[src/rtl/multicycle_ctrl_pkg.sv]
// Shared constants for the multicycle MIPS controller: state encoding,
// ALU operation codes and the opcode/funct values the controller decodes.
// No ports; imported by multicycle_ctrl and multicycle_ctrl_funct_dec.
package multicycle_ctrl_pkg;

  typedef enum logic [3:0] {
    ST_FETCH    = 4'd0,
    ST_DECODE   = 4'd1,
    ST_EXEC_R   = 4'd2,
    ST_WB_R     = 4'd3,
    ST_EXEC_I   = 4'd4,
    ST_WB_I     = 4'd5,
    ST_MEM_ADDR = 4'd6,
    ST_MEM_RD   = 4'd7,
    ST_MEM_WR   = 4'd8,
    ST_WB_MEM   = 4'd9,
    ST_BRANCH   = 4'd10,
    ST_JUMP     = 4'd11,
    ST_TRAP     = 4'd12
  } state_e;

  localparam logic [4:0] ALUOP_NOP = 5'd0;
  localparam logic [4:0] ALUOP_ADD = 5'd1;
  localparam logic [4:0] ALUOP_SUB = 5'd2;
  localparam logic [4:0] ALUOP_AND = 5'd3;
  localparam logic [4:0] ALUOP_OR  = 5'd4;
  localparam logic [4:0] ALUOP_XOR = 5'd5;
  localparam logic [4:0] ALUOP_NOR = 5'd6;
  localparam logic [4:0] ALUOP_SLT = 5'd7;
  localparam logic [4:0] ALUOP_SLL = 5'd8;
  localparam logic [4:0] ALUOP_SRL = 5'd9;
  localparam logic [4:0] ALUOP_SRA = 5'd10;
  localparam logic [4:0] ALUOP_MUL = 5'd11;
  localparam logic [4:0] ALUOP_DIV = 5'd12;
  localparam logic [4:0] ALUOP_LUI = 5'd13;
  localparam logic [4:0] ALUOP_BEQ = 5'd14;
  localparam logic [4:0] ALUOP_BNE = 5'd15;

  localparam logic [5:0] OP_RTYPE = 6'h00;
  localparam logic [5:0] OP_J     = 6'h02;
  localparam logic [5:0] OP_BEQ   = 6'h04;
  localparam logic [5:0] OP_BNE   = 6'h05;
  localparam logic [5:0] OP_ADDI  = 6'h08;
  localparam logic [5:0] OP_SLTI  = 6'h0A;
  localparam logic [5:0] OP_ANDI  = 6'h0C;
  localparam logic [5:0] OP_ORI   = 6'h0D;
  localparam logic [5:0] OP_LUI   = 6'h0F;
  localparam logic [5:0] OP_LW    = 6'h23;
  localparam logic [5:0] OP_SW    = 6'h2B;

  localparam logic [5:0] FN_SLL  = 6'h00;
  localparam logic [5:0] FN_SRL  = 6'h02;
  localparam logic [5:0] FN_SRA  = 6'h03;
  localparam logic [5:0] FN_MUL  = 6'h18;
  localparam logic [5:0] FN_DIV  = 6'h1A;
  localparam logic [5:0] FN_ADD  = 6'h20;
  localparam logic [5:0] FN_ADDU = 6'h21;
  localparam logic [5:0] FN_SUB  = 6'h22;
  localparam logic [5:0] FN_SUBU = 6'h23;
  localparam logic [5:0] FN_AND  = 6'h24;
  localparam logic [5:0] FN_OR   = 6'h25;
  localparam logic [5:0] FN_XOR  = 6'h26;
  localparam logic [5:0] FN_NOR  = 6'h27;
  localparam logic [5:0] FN_SLT  = 6'h2A;

endpackage

[src/rtl/multicycle_ctrl_funct_dec.sv]
// Combinational ALU-operation decoder for the execute states.
// Ports:
//   opcode_i    instruction opcode field
//   funct_i     instruction funct field (used when opcode is R-type)
//   aluop_o     ALUOP_* code for the execute state
//   valid_o     1 when the opcode/funct pair is a supported ALU instruction
//   ovf_check_o 1 when ALU overflow must abort the instruction
module multicycle_ctrl_funct_dec
  import multicycle_ctrl_pkg::*;
(
  input  logic [5:0] opcode_i,
  input  logic [5:0] funct_i,
  output logic [4:0] aluop_o,
  output logic       valid_o,
  output logic       ovf_check_o
);

  always_comb begin
    aluop_o     = ALUOP_NOP;
    valid_o     = 1'b1;
    ovf_check_o = 1'b0;
    if (opcode_i == OP_RTYPE) begin
      case (funct_i)
        FN_SLL:          aluop_o = ALUOP_SLL;
        FN_SRL:          aluop_o = ALUOP_SRL;
        FN_SRA:          aluop_o = ALUOP_SRA;
        FN_ADD:          begin aluop_o = ALUOP_ADD; ovf_check_o = 1'b1; end
        FN_ADDU:         aluop_o = ALUOP_ADD;
        FN_SUB, FN_SUBU: aluop_o = ALUOP_SUB;
        FN_AND:          aluop_o = ALUOP_AND;
        FN_OR:           aluop_o = ALUOP_OR;
        FN_XOR:          aluop_o = ALUOP_XOR;
        FN_NOR:          aluop_o = ALUOP_NOR;
        FN_SLT:          aluop_o = ALUOP_SLT;
        FN_MUL:          begin aluop_o = ALUOP_MUL; ovf_check_o = 1'b1; end
        FN_DIV:          begin aluop_o = ALUOP_DIV; ovf_check_o = 1'b1; end
        default:         valid_o = 1'b0;
      endcase
    end else begin
      case (opcode_i)
        OP_ADDI: begin aluop_o = ALUOP_ADD; ovf_check_o = 1'b1; end
        OP_ANDI: aluop_o = ALUOP_AND;
        OP_ORI:  aluop_o = ALUOP_OR;
        OP_SLTI: aluop_o = ALUOP_SLT;
        OP_LUI:  aluop_o = ALUOP_LUI;
        default: valid_o = 1'b0;
      endcase
    end
  end

endmodule

[src/rtl/multicycle_ctrl.sv]
// Multicycle MIPS control FSM: fetch/decode/execute/memory/writeback for one
// instruction at a time, driving datapath enables/selects and the ALU op.
// Ports:
//   clk, rst                  clock, synchronous active-high reset
//   instr                     IR contents (valid from DECODE onward)
//   alu_zero, alu_overflow    ALU flags
//   mem_ready / mem_req, mem_we, iord   single memory port handshake
//   ir_we, pc_we, pc_src, reg_we, reg_dst, mem_to_reg,
//   alu_src_a, alu_src_b, aluop         datapath controls
//   trap                      fault flag (held until reset)
//   state                     current state for debug
//
// state    | meaning
// FETCH    | read instruction at PC, PC+4 into PC on mem_ready
// DECODE   | branch target into ALUOut, dispatch on opcode
// EXEC_R   | R-type ALU op
// WB_R     | write rd
// EXEC_I   | immediate ALU op
// WB_I     | write rt
// MEM_ADDR | load/store address into ALUOut
// MEM_RD   | data read, wait for mem_ready
// MEM_WR   | data write, wait for mem_ready
// WB_MEM   | write MDR to rt
// BRANCH   | compare, take branch on alu_zero
// JUMP     | load jump target
// TRAP     | fault, absorbing until reset
module multicycle_ctrl
  import multicycle_ctrl_pkg::*;
#(
  parameter int FETCH_TIMEOUT = 255
)
(
  input  logic        clk,
  input  logic        rst,
  input  logic [31:0] instr,
  input  logic        alu_zero,
  input  logic        alu_overflow,
  input  logic        mem_ready,
  output logic        mem_req,
  output logic        mem_we,
  output logic        iord,
  output logic        ir_we,
  output logic        pc_we,
  output logic [1:0]  pc_src,
  output logic        reg_we,
  output logic        reg_dst,
  output logic        mem_to_reg,
  output logic        alu_src_a,
  output logic [1:0]  alu_src_b,
  output logic [4:0]  aluop,
  output logic        trap,
  output logic [3:0]  state
);

  localparam int CNT_W = (FETCH_TIMEOUT > 1) ? $clog2(FETCH_TIMEOUT + 1) : 1;
  localparam logic [CNT_W-1:0] CNT_LAST = CNT_W'(FETCH_TIMEOUT - 1);

  state_e             state_q, state_d;
  logic [CNT_W-1:0]   cnt_q, cnt_d;

  logic [5:0] opcode, funct;
  logic [4:0] dec_aluop;
  logic       dec_valid, dec_ovf_check;
  logic       unused_instr;

  logic       mem_req_c, mem_we_c, iord_c, ir_we_c, pc_we_c, reg_we_c;
  logic       reg_dst_c, mem_to_reg_c, alu_src_a_c;
  logic [1:0] pc_src_c, alu_src_b_c;
  logic [4:0] aluop_c;

  assign opcode       = instr[31:26];
  assign funct        = instr[5:0];
  assign unused_instr = ^instr[25:6];

  multicycle_ctrl_funct_dec u_funct_dec (
    .opcode_i    (opcode),
    .funct_i     (funct),
    .aluop_o     (dec_aluop),
    .valid_o     (dec_valid),
    .ovf_check_o (dec_ovf_check)
  );

  always_ff @(posedge clk) begin
    if (rst) begin
      state_q <= ST_FETCH;
      cnt_q   <= '0;
    end else begin
      state_q <= state_d;
      cnt_q   <= cnt_d;
    end
  end

  always_comb begin
    state_d      = state_q;
    cnt_d        = '0;
    mem_req_c    = 1'b0;
    mem_we_c     = 1'b0;
    iord_c       = 1'b0;
    ir_we_c      = 1'b0;
    pc_we_c      = 1'b0;
    pc_src_c     = 2'd0;
    reg_we_c     = 1'b0;
    reg_dst_c    = 1'b0;
    mem_to_reg_c = 1'b0;
    alu_src_a_c  = 1'b0;
    alu_src_b_c  = 2'd0;
    aluop_c      = ALUOP_NOP;
    case (state_q)
      ST_FETCH: begin
        mem_req_c   = 1'b1;
        alu_src_b_c = 2'd1;
        aluop_c     = ALUOP_ADD;
        if (mem_ready) begin
          ir_we_c = 1'b1;
          pc_we_c = 1'b1;
          state_d = ST_DECODE;
        end else if (FETCH_TIMEOUT != 0 && cnt_q == CNT_LAST) begin
          state_d = ST_TRAP;
        end else begin
          cnt_d = cnt_q + CNT_W'(1);
        end
      end
      ST_DECODE: begin
        alu_src_b_c = 2'd3;
        aluop_c     = ALUOP_ADD;
        case (opcode)
          OP_RTYPE:                                   state_d = ST_EXEC_R;
          OP_LW, OP_SW:                               state_d = ST_MEM_ADDR;
          OP_BEQ, OP_BNE:                             state_d = ST_BRANCH;
          OP_J:                                       state_d = ST_JUMP;
          OP_ADDI, OP_ANDI, OP_ORI, OP_SLTI, OP_LUI:  state_d = ST_EXEC_I;
          default:                                    state_d = ST_TRAP;
        endcase
      end
      ST_EXEC_R, ST_EXEC_I: begin
        alu_src_a_c = 1'b1;
        alu_src_b_c = (state_q == ST_EXEC_I) ? 2'd2 : 2'd0;
        aluop_c     = dec_aluop;
        // Overflow on a checked op aborts before writeback.
        if (!dec_valid || (dec_ovf_check && alu_overflow))
          state_d = ST_TRAP;
        else
          state_d = (state_q == ST_EXEC_I) ? ST_WB_I : ST_WB_R;
      end
      ST_WB_R: begin
        reg_we_c  = 1'b1;
        reg_dst_c = 1'b1;
        state_d   = ST_FETCH;
      end
      ST_WB_I: begin
        reg_we_c = 1'b1;
        state_d  = ST_FETCH;
      end
      ST_MEM_ADDR: begin
        alu_src_a_c = 1'b1;
        alu_src_b_c = 2'd2;
        aluop_c     = ALUOP_ADD;
        state_d     = (opcode == OP_LW) ? ST_MEM_RD : ST_MEM_WR;
      end
      ST_MEM_RD: begin
        mem_req_c = 1'b1;
        iord_c    = 1'b1;
        if (mem_ready) state_d = ST_WB_MEM;
      end
      ST_MEM_WR: begin
        mem_req_c = 1'b1;
        mem_we_c  = 1'b1;
        iord_c    = 1'b1;
        if (mem_ready) state_d = ST_FETCH;
      end
      ST_WB_MEM: begin
        reg_we_c     = 1'b1;
        mem_to_reg_c = 1'b1;
        state_d      = ST_FETCH;
      end
      ST_BRANCH: begin
        alu_src_a_c = 1'b1;
        aluop_c     = (opcode == OP_BEQ) ? ALUOP_BEQ : ALUOP_BNE;
        if (alu_zero) begin
          pc_we_c  = 1'b1;
          pc_src_c = 2'd1;
        end
        state_d = ST_FETCH;
      end
      ST_JUMP: begin
        pc_we_c  = 1'b1;
        pc_src_c = 2'd2;
        state_d  = ST_FETCH;
      end
      ST_TRAP: state_d = ST_TRAP;
      default: state_d = ST_TRAP;
    endcase
  end

  // Reset overrides every output so nothing reaches the datapath mid-abort.
  always_comb begin
    mem_req    = ~rst & mem_req_c;
    mem_we     = ~rst & mem_we_c;
    iord       = ~rst & iord_c;
    ir_we      = ~rst & ir_we_c;
    pc_we      = ~rst & pc_we_c;
    pc_src     = rst ? 2'd0 : pc_src_c;
    reg_we     = ~rst & reg_we_c;
    reg_dst    = ~rst & reg_dst_c;
    mem_to_reg = ~rst & mem_to_reg_c;
    alu_src_a  = ~rst & alu_src_a_c;
    alu_src_b  = rst ? 2'd0 : alu_src_b_c;
    aluop      = rst ? ALUOP_NOP : aluop_c;
    trap       = ~rst & (state_q == ST_TRAP);
    state      = rst ? ST_FETCH : state_q;
  end

endmodule

[config.mk]
export PLATFORM = sky130hd
export DESIGN_NAME = multicycle_ctrl
export DESIGN_NICKNAME = d
export VERILOG_FILES = /design/src/rtl/multicycle_ctrl_pkg.sv /design/src/rtl/multicycle_ctrl_funct_dec.sv /design/src/rtl/multicycle_ctrl.sv
export SDC_FILE = /design/constraint.sdc
export NUM_CORES = 1
export LEC_CHECK = 0
export ABC_CLOCK_PERIOD_IN_PS = 2550
export CORE_MARGIN = 4
export CORE_UTILIZATION = 37
export CTS_CLUSTER_DIAMETER = 60
export DETAILED_ROUTE_END_ITERATION = 12
export GPL_ROUTABILITY_DRIVEN = 0
export PLACE_DENSITY = 0.75
export SYNTH_ARGS = -nofsm -noshare
export SYNTH_HDL_FRONTEND = slang
export SYNTH_SLANG_ARGS = --single-unit
[constraint.sdc]
create_clock -name clk -period 2.55 [get_ports clk]
set_input_delay 0.3825 -clock clk [delete_from_list [all_inputs] [get_ports clk]]
set_output_delay 0.3825 -clock clk [all_outputs]
set_load 0.1 [all_outputs]
### Yosys cells after proc, flatten, opt, wreduce, memory -nomap -nowiden

Cells that the tools add are included.

* bits in registers: 12
* input port bits: 37

* $add $sub $neg: 1
* equal/unequal tests: 39
* reductions and logical operators: 22
* bitwise logic cells: 12
* multiplexer cells: 39

Operator list (number)
* $eq A6 B6 Y1 const B: 11
* $pmux W4 S12: 1
* $pmux W4 S5: 2
* $eq A6 B4 Y1 const B: 5
* $mux W4: 7
* $pmux W4 S7: 1
* $eq A4 B4 Y1 const B: 5
* $eq A6 B2 Y1 const B: 3
* $mux W1: 18
* $eq A4 B3 Y1 const B: 4
* $pmux W5 S3: 1
* $reduce_or A14 Y1: 1
* $eq A6 B3 Y1 const B: 2
* $eq A6 B5 Y1 const B: 2
* $logic_not A6 Y1: 2
* $reduce_or A2 Y1: 6
* $reduce_or A3 Y1: 4
* $and A1 B1 Y1: 10
* $mux W5: 2
* $reduce_or A5 Y1: 2
* $add A8 B1 Y8 const B: 1
* $eq A4 B2 Y1 const B: 2
* $eq A8 B8 Y1 const B: 1
* $pmux W2 S4: 1
* other kinds (14): 19

### Longest topological paths before layout

* word-level depth: 8
* gate-level depth with buffers: 6
* depth with buffers taken out: 6

### By module

Synthesis repeated with hierarchy kept, for this count alone.

* cells, all modules: 220
* area, all modules: 1534.0 sq um

By module, submodules not included
* multicycle_ctrl: area an instance 1106.1 sq um, sequential area each 240.2 sq um, instances 1, cells an instance 158
* multicycle_ctrl_funct_dec: area an instance 427.9 sq um, sequential area each 0.0 sq um, instances 1, cells an instance 62

### Worst setup path before layout

No wires, ideal clock.

* path type: reg2out
* start: register state_q[2]
* end: output reg_we
* data required time: 2.168 ns
* cell stages (with the launch flop): 5
* data arrival time: 4.247 ns
* slack: -2.080 ns
* path through: dfxtp_1 buf_4 buf_2 or2_1 a2111oi_1

* cells in the longest elaborated chain, start to end: 4
* elaborated cells between the ends (all ways): 6

Ends and longest elaborated chain
* start: declaration: line multicycle_ctrl.sv:58 `state_e state_q, state_d;`
* start signal: assignment: line multicycle_ctrl.sv:88 `state_q <= state_d;`
* $eq A4 B4 Y1 (tied with other cells): line multicycle_ctrl.sv:108 `case (state_q)`
* $reduce_or A3 Y1 (no line) (*)
* $mux W1 (*): line multicycle_ctrl.sv:108
* $and A1 B1 Y1 (*): line multicycle_ctrl.sv:203 `reg_we = ~rst & reg_we_c;`
* end: declaration: line multicycle_ctrl.sv:45 `output logic reg_we,`

Every way passes the cells marked *; elsewhere a longest branch is shown, timed or not.

### Worst setup path in the final report

* start: input instr[31]
* end: output aluop[2]

* cells in the longest elaborated chain, start to end: 5
* elaborated cells between the ends (all ways): 10

Ends and longest elaborated chain
* start: declaration: line multicycle_ctrl.sv:35 `input logic [31:0] instr,`
* $eq A6 B4 Y1: line multicycle_ctrl_funct_dec.sv:40 `case (opcode_i)`
* $pmux W4 S5: line multicycle_ctrl_funct_dec.sv:40
* $mux W5 (*): line multicycle_ctrl_funct_dec.sv:22 `if (opcode_i == OP_RTYPE) begin`
* $pmux W5 S3 (*): line multicycle_ctrl.sv:108
* $mux W5 (*): line multicycle_ctrl.sv:208 `aluop = rst ? ALUOP_NOP : aluop_c;`
* end: declaration: line multicycle_ctrl.sv:50 `output logic [4:0] aluop,`

Marks and branches as above.

==> summary.txt <==
Pleak = 0.00101 uW
Critical path peak fanout = 10
Nature of the critical path endpoint = output port
Residual DRC = 0
Syn Area/Cell = 7.15 sq um
PD cells = 708 mW/mm^2
Worst setup SP type = input pin
Post-DP HPWL = 3540 um
Final setup vio count = 0
FF-to-FF path depth = 6
Clock skew = 1.96 ps
YS warnings = 0
DR WL/cell = 13.7 um
Netlist cell types = 65
Final ANT Viol Nets = 0
Clk Latency, worst-skew pair = 240 ps
Max clock buf depth = 2
Period utilisation layout = 95.9%
Worst R2R Start = state_q[3]$_SDFFE_PP0P_
Number of synthesized flops with an enable pin = 0
Synth area leaders = dfxtp_1 15%, nor2_1 5.0%, xor2_1 5.0%
Port Buffer Count = 38
Min-delay src = cnt_q[0]$_SDFF_PP0_
Final worst slack = 105 ps
Core Box Area = 0.00409 sq mm
Crit path DAT = 2060 ps
Die X = 73.5 um
Drt via density = 5.63
Final nets = 314
Row Count = 23
Area leader, netlist = dfxtp_1
ANT cells = 0
Max-cap violation count = 0
CTS Buf Count = 3
CTS tree = yes
Detailed-route via count = 1825
Hold Crit Endpoint = cnt_q[0]$_SDFF_PP0_
Number of global-route vias before repair = 1666
Non-filler cells, final = 324
Layout cell share with drive strength beyond 1 = 31.8%
Final hold violation count = 0
GRT Util Overall = 16.5%
Async S/R FF share, synth = 0%
H-tree Lvls = 1
Total power = 1790 uW
Reg-to-Reg End = state_q[0]$_SDFFE_PP0P_
Largest net degree at the start of global routing = 22
Fin. max-slew vios = 0
Total Wirelength = 4440 um
I/O pins = 60
Register area share after synthesis = 15.1%
Initial Util = 38.9%
First-pass GRT wire length = 7450 um
Clock transition at path regs = 50 ps
F_max = 0.409 GHz
Top-area cell type share of the netlist area = 15.1%
Reg2Reg Setup Slack = 770 ps
Root Driver = clkbuf_8
RSZ-0062 raised after global routing = false
Antenna violations before repair = 0
Area Growth Syn to Fin = 58.9%
DIE AREA = 0.00540 sq mm
Post-Layout Inst Area = 0.00252 sq mm
Post-Syn Instances = 222
Worst IR drop on VDD = 0.305 mV
Synthesized area = 0.00159 sq mm
Drt pass-1 iters = 4
Clk sinks = 12
Most common cell after layout, fill and taps aside = buf_4
Commonest non-fill, non-tap cells in the layout = 24 x buf_4, 22 x buf_12, 20 x nor2_1, 20 x nand2_1, 12 x dfxtp_1
Iteration-0 DRC Markers = 193
Status = complete, no violations
Yosys reg bits = 12
Die height = 73.5 um
Hold crit path type = flip-flop to flip-flop
Pre-CTS WS = -36.4 ps
Crit path kind = input pin to output port
WP data required = 2170 ps
Grt total ovfl = 0
Hold depth = 1
Syn Nets = 261
Min Tclk post-route = 2440 ps
Placed inst area = 0.00241 sq mm
Placed Cells = 320
Top FF cell, synth = dfxtp_1
[power by group]
part / internal [uW] / switching [uW]
clock network: 136 / 66.2
logic: 490 / 833
registers: 212 / 47.9
[cell type report]
cell class / instances / area (sq um)
flip-flops and latches: 12 / 240
repair buffers: 64 / 821
clock buffers: 4 / 55.1
inverters: 6 / 22.5
fillers: 348 / 1560
multi-input cells: 188 / 1320
well taps: 50 / 62.6
[routing by layer]
layer	track usage (%)	share of wire, %	vias up
li1	-	-	918
met1	22.2	43	844
met2	29.0	50	61
met3	2.19	6.0	2
met4	1.61	0.50	0
met5	0	0	-
[through the flow]
step                      setup TNS, ps  hold slack, ps  util, %
final                                 0             501     61.8
after detailed placement          -44.5             484     59.0
after CTS                             0             505     60.4
after floorplan                   -3870             453        -
after global routing                  0             558     61.8
after global placement            -8.07             479     59.0
[sequential cells by signal, indices dropped and copies added (netlist names)]
register / flops
state_q: 4
cnt_q: 8
[cell families after synthesis]
family / after synthesis / share of synthesized area, %
AND/OR/NAND/NOR: 112 / 41.0
flip-flops: 12 / 15.1
buffers and inverters: 22 / 7.56
adder cells (fa/ha/maj): 2 / 1.58
XOR/XNOR: 11 / 6.07
other: 1 / 0.236
AO/OA/AOI/OAI: 59 / 26.6
multiplexers: 3 / 1.89
[worst max-delay path: stages]
cell             delay (ps)
clkdlybuf4s50_1         460
buf_4                   190
nor2_1                  150
nand3_1                 120
a31o_1                  250
a211oi_4                300
buf_12                  210
[worst max-delay path by stage]
stage,start,end,slack [ps],cells after the start
final,instr[31],aluop[2],110,7
after global routing,instr[31],aluop[2],10,7
after CTS,instr[2],aluop[1],10,7
after detailed placement,instr[2],aluop[1],-40,7
after global placement,instr[2],aluop[1],-8,7
after floorplan,state_q[3]$_SDFFE_PP0P_,mem_to_reg,-800,4
[cell usage after synthesis (2+ instances only)]
| cell type | n |
|---|---|
| nor3_1 | 10 |
| o211ai_1 | 3 |
| nor2b_1 | 10 |
| nor4b_2 | 2 |
| a21oi_1 | 14 |
| o31ai_1 | 2 |
| a22oi_1 | 2 |
| or2_1 | 2 |
| nand2_1 | 20 |
| inv_1 | 4 |
| xnor2_1 | 2 |
| o21a_1 | 3 |
| nand2b_1 | 6 |
| o21ai_1 | 3 |
| inv_2 | 2 |
| nor2_1 | 21 |
| nor4_1 | 2 |
| buf_2 | 9 |
| dfxtp_1 | 12 |
| ha_1 | 2 |
| and2_1 | 2 |
| nand3_1 | 11 |
| buf_4 | 5 |
| a21o_1 | 2 |
| mux2i_1 | 3 |
| a211oi_2 | 2 |
| o22ai_1 | 3 |
| o21ai_0 | 7 |
| xor2_1 | 9 |
| and3_1 | 4 |
| nand4_1 | 7 |
| a31oi_1 | 2 |
| nand3b_1 | 2 |
[timing repair]
action                     4_1_cts  5_1_grt
hold endpoints to repair         0        0
hold buffers                     0        0
setup buffers                    0        0
setup endpoints to repair        2        3
gates resized for setup          1       15
pin swaps                        1        3
Power figures use the tool's default switching activity.
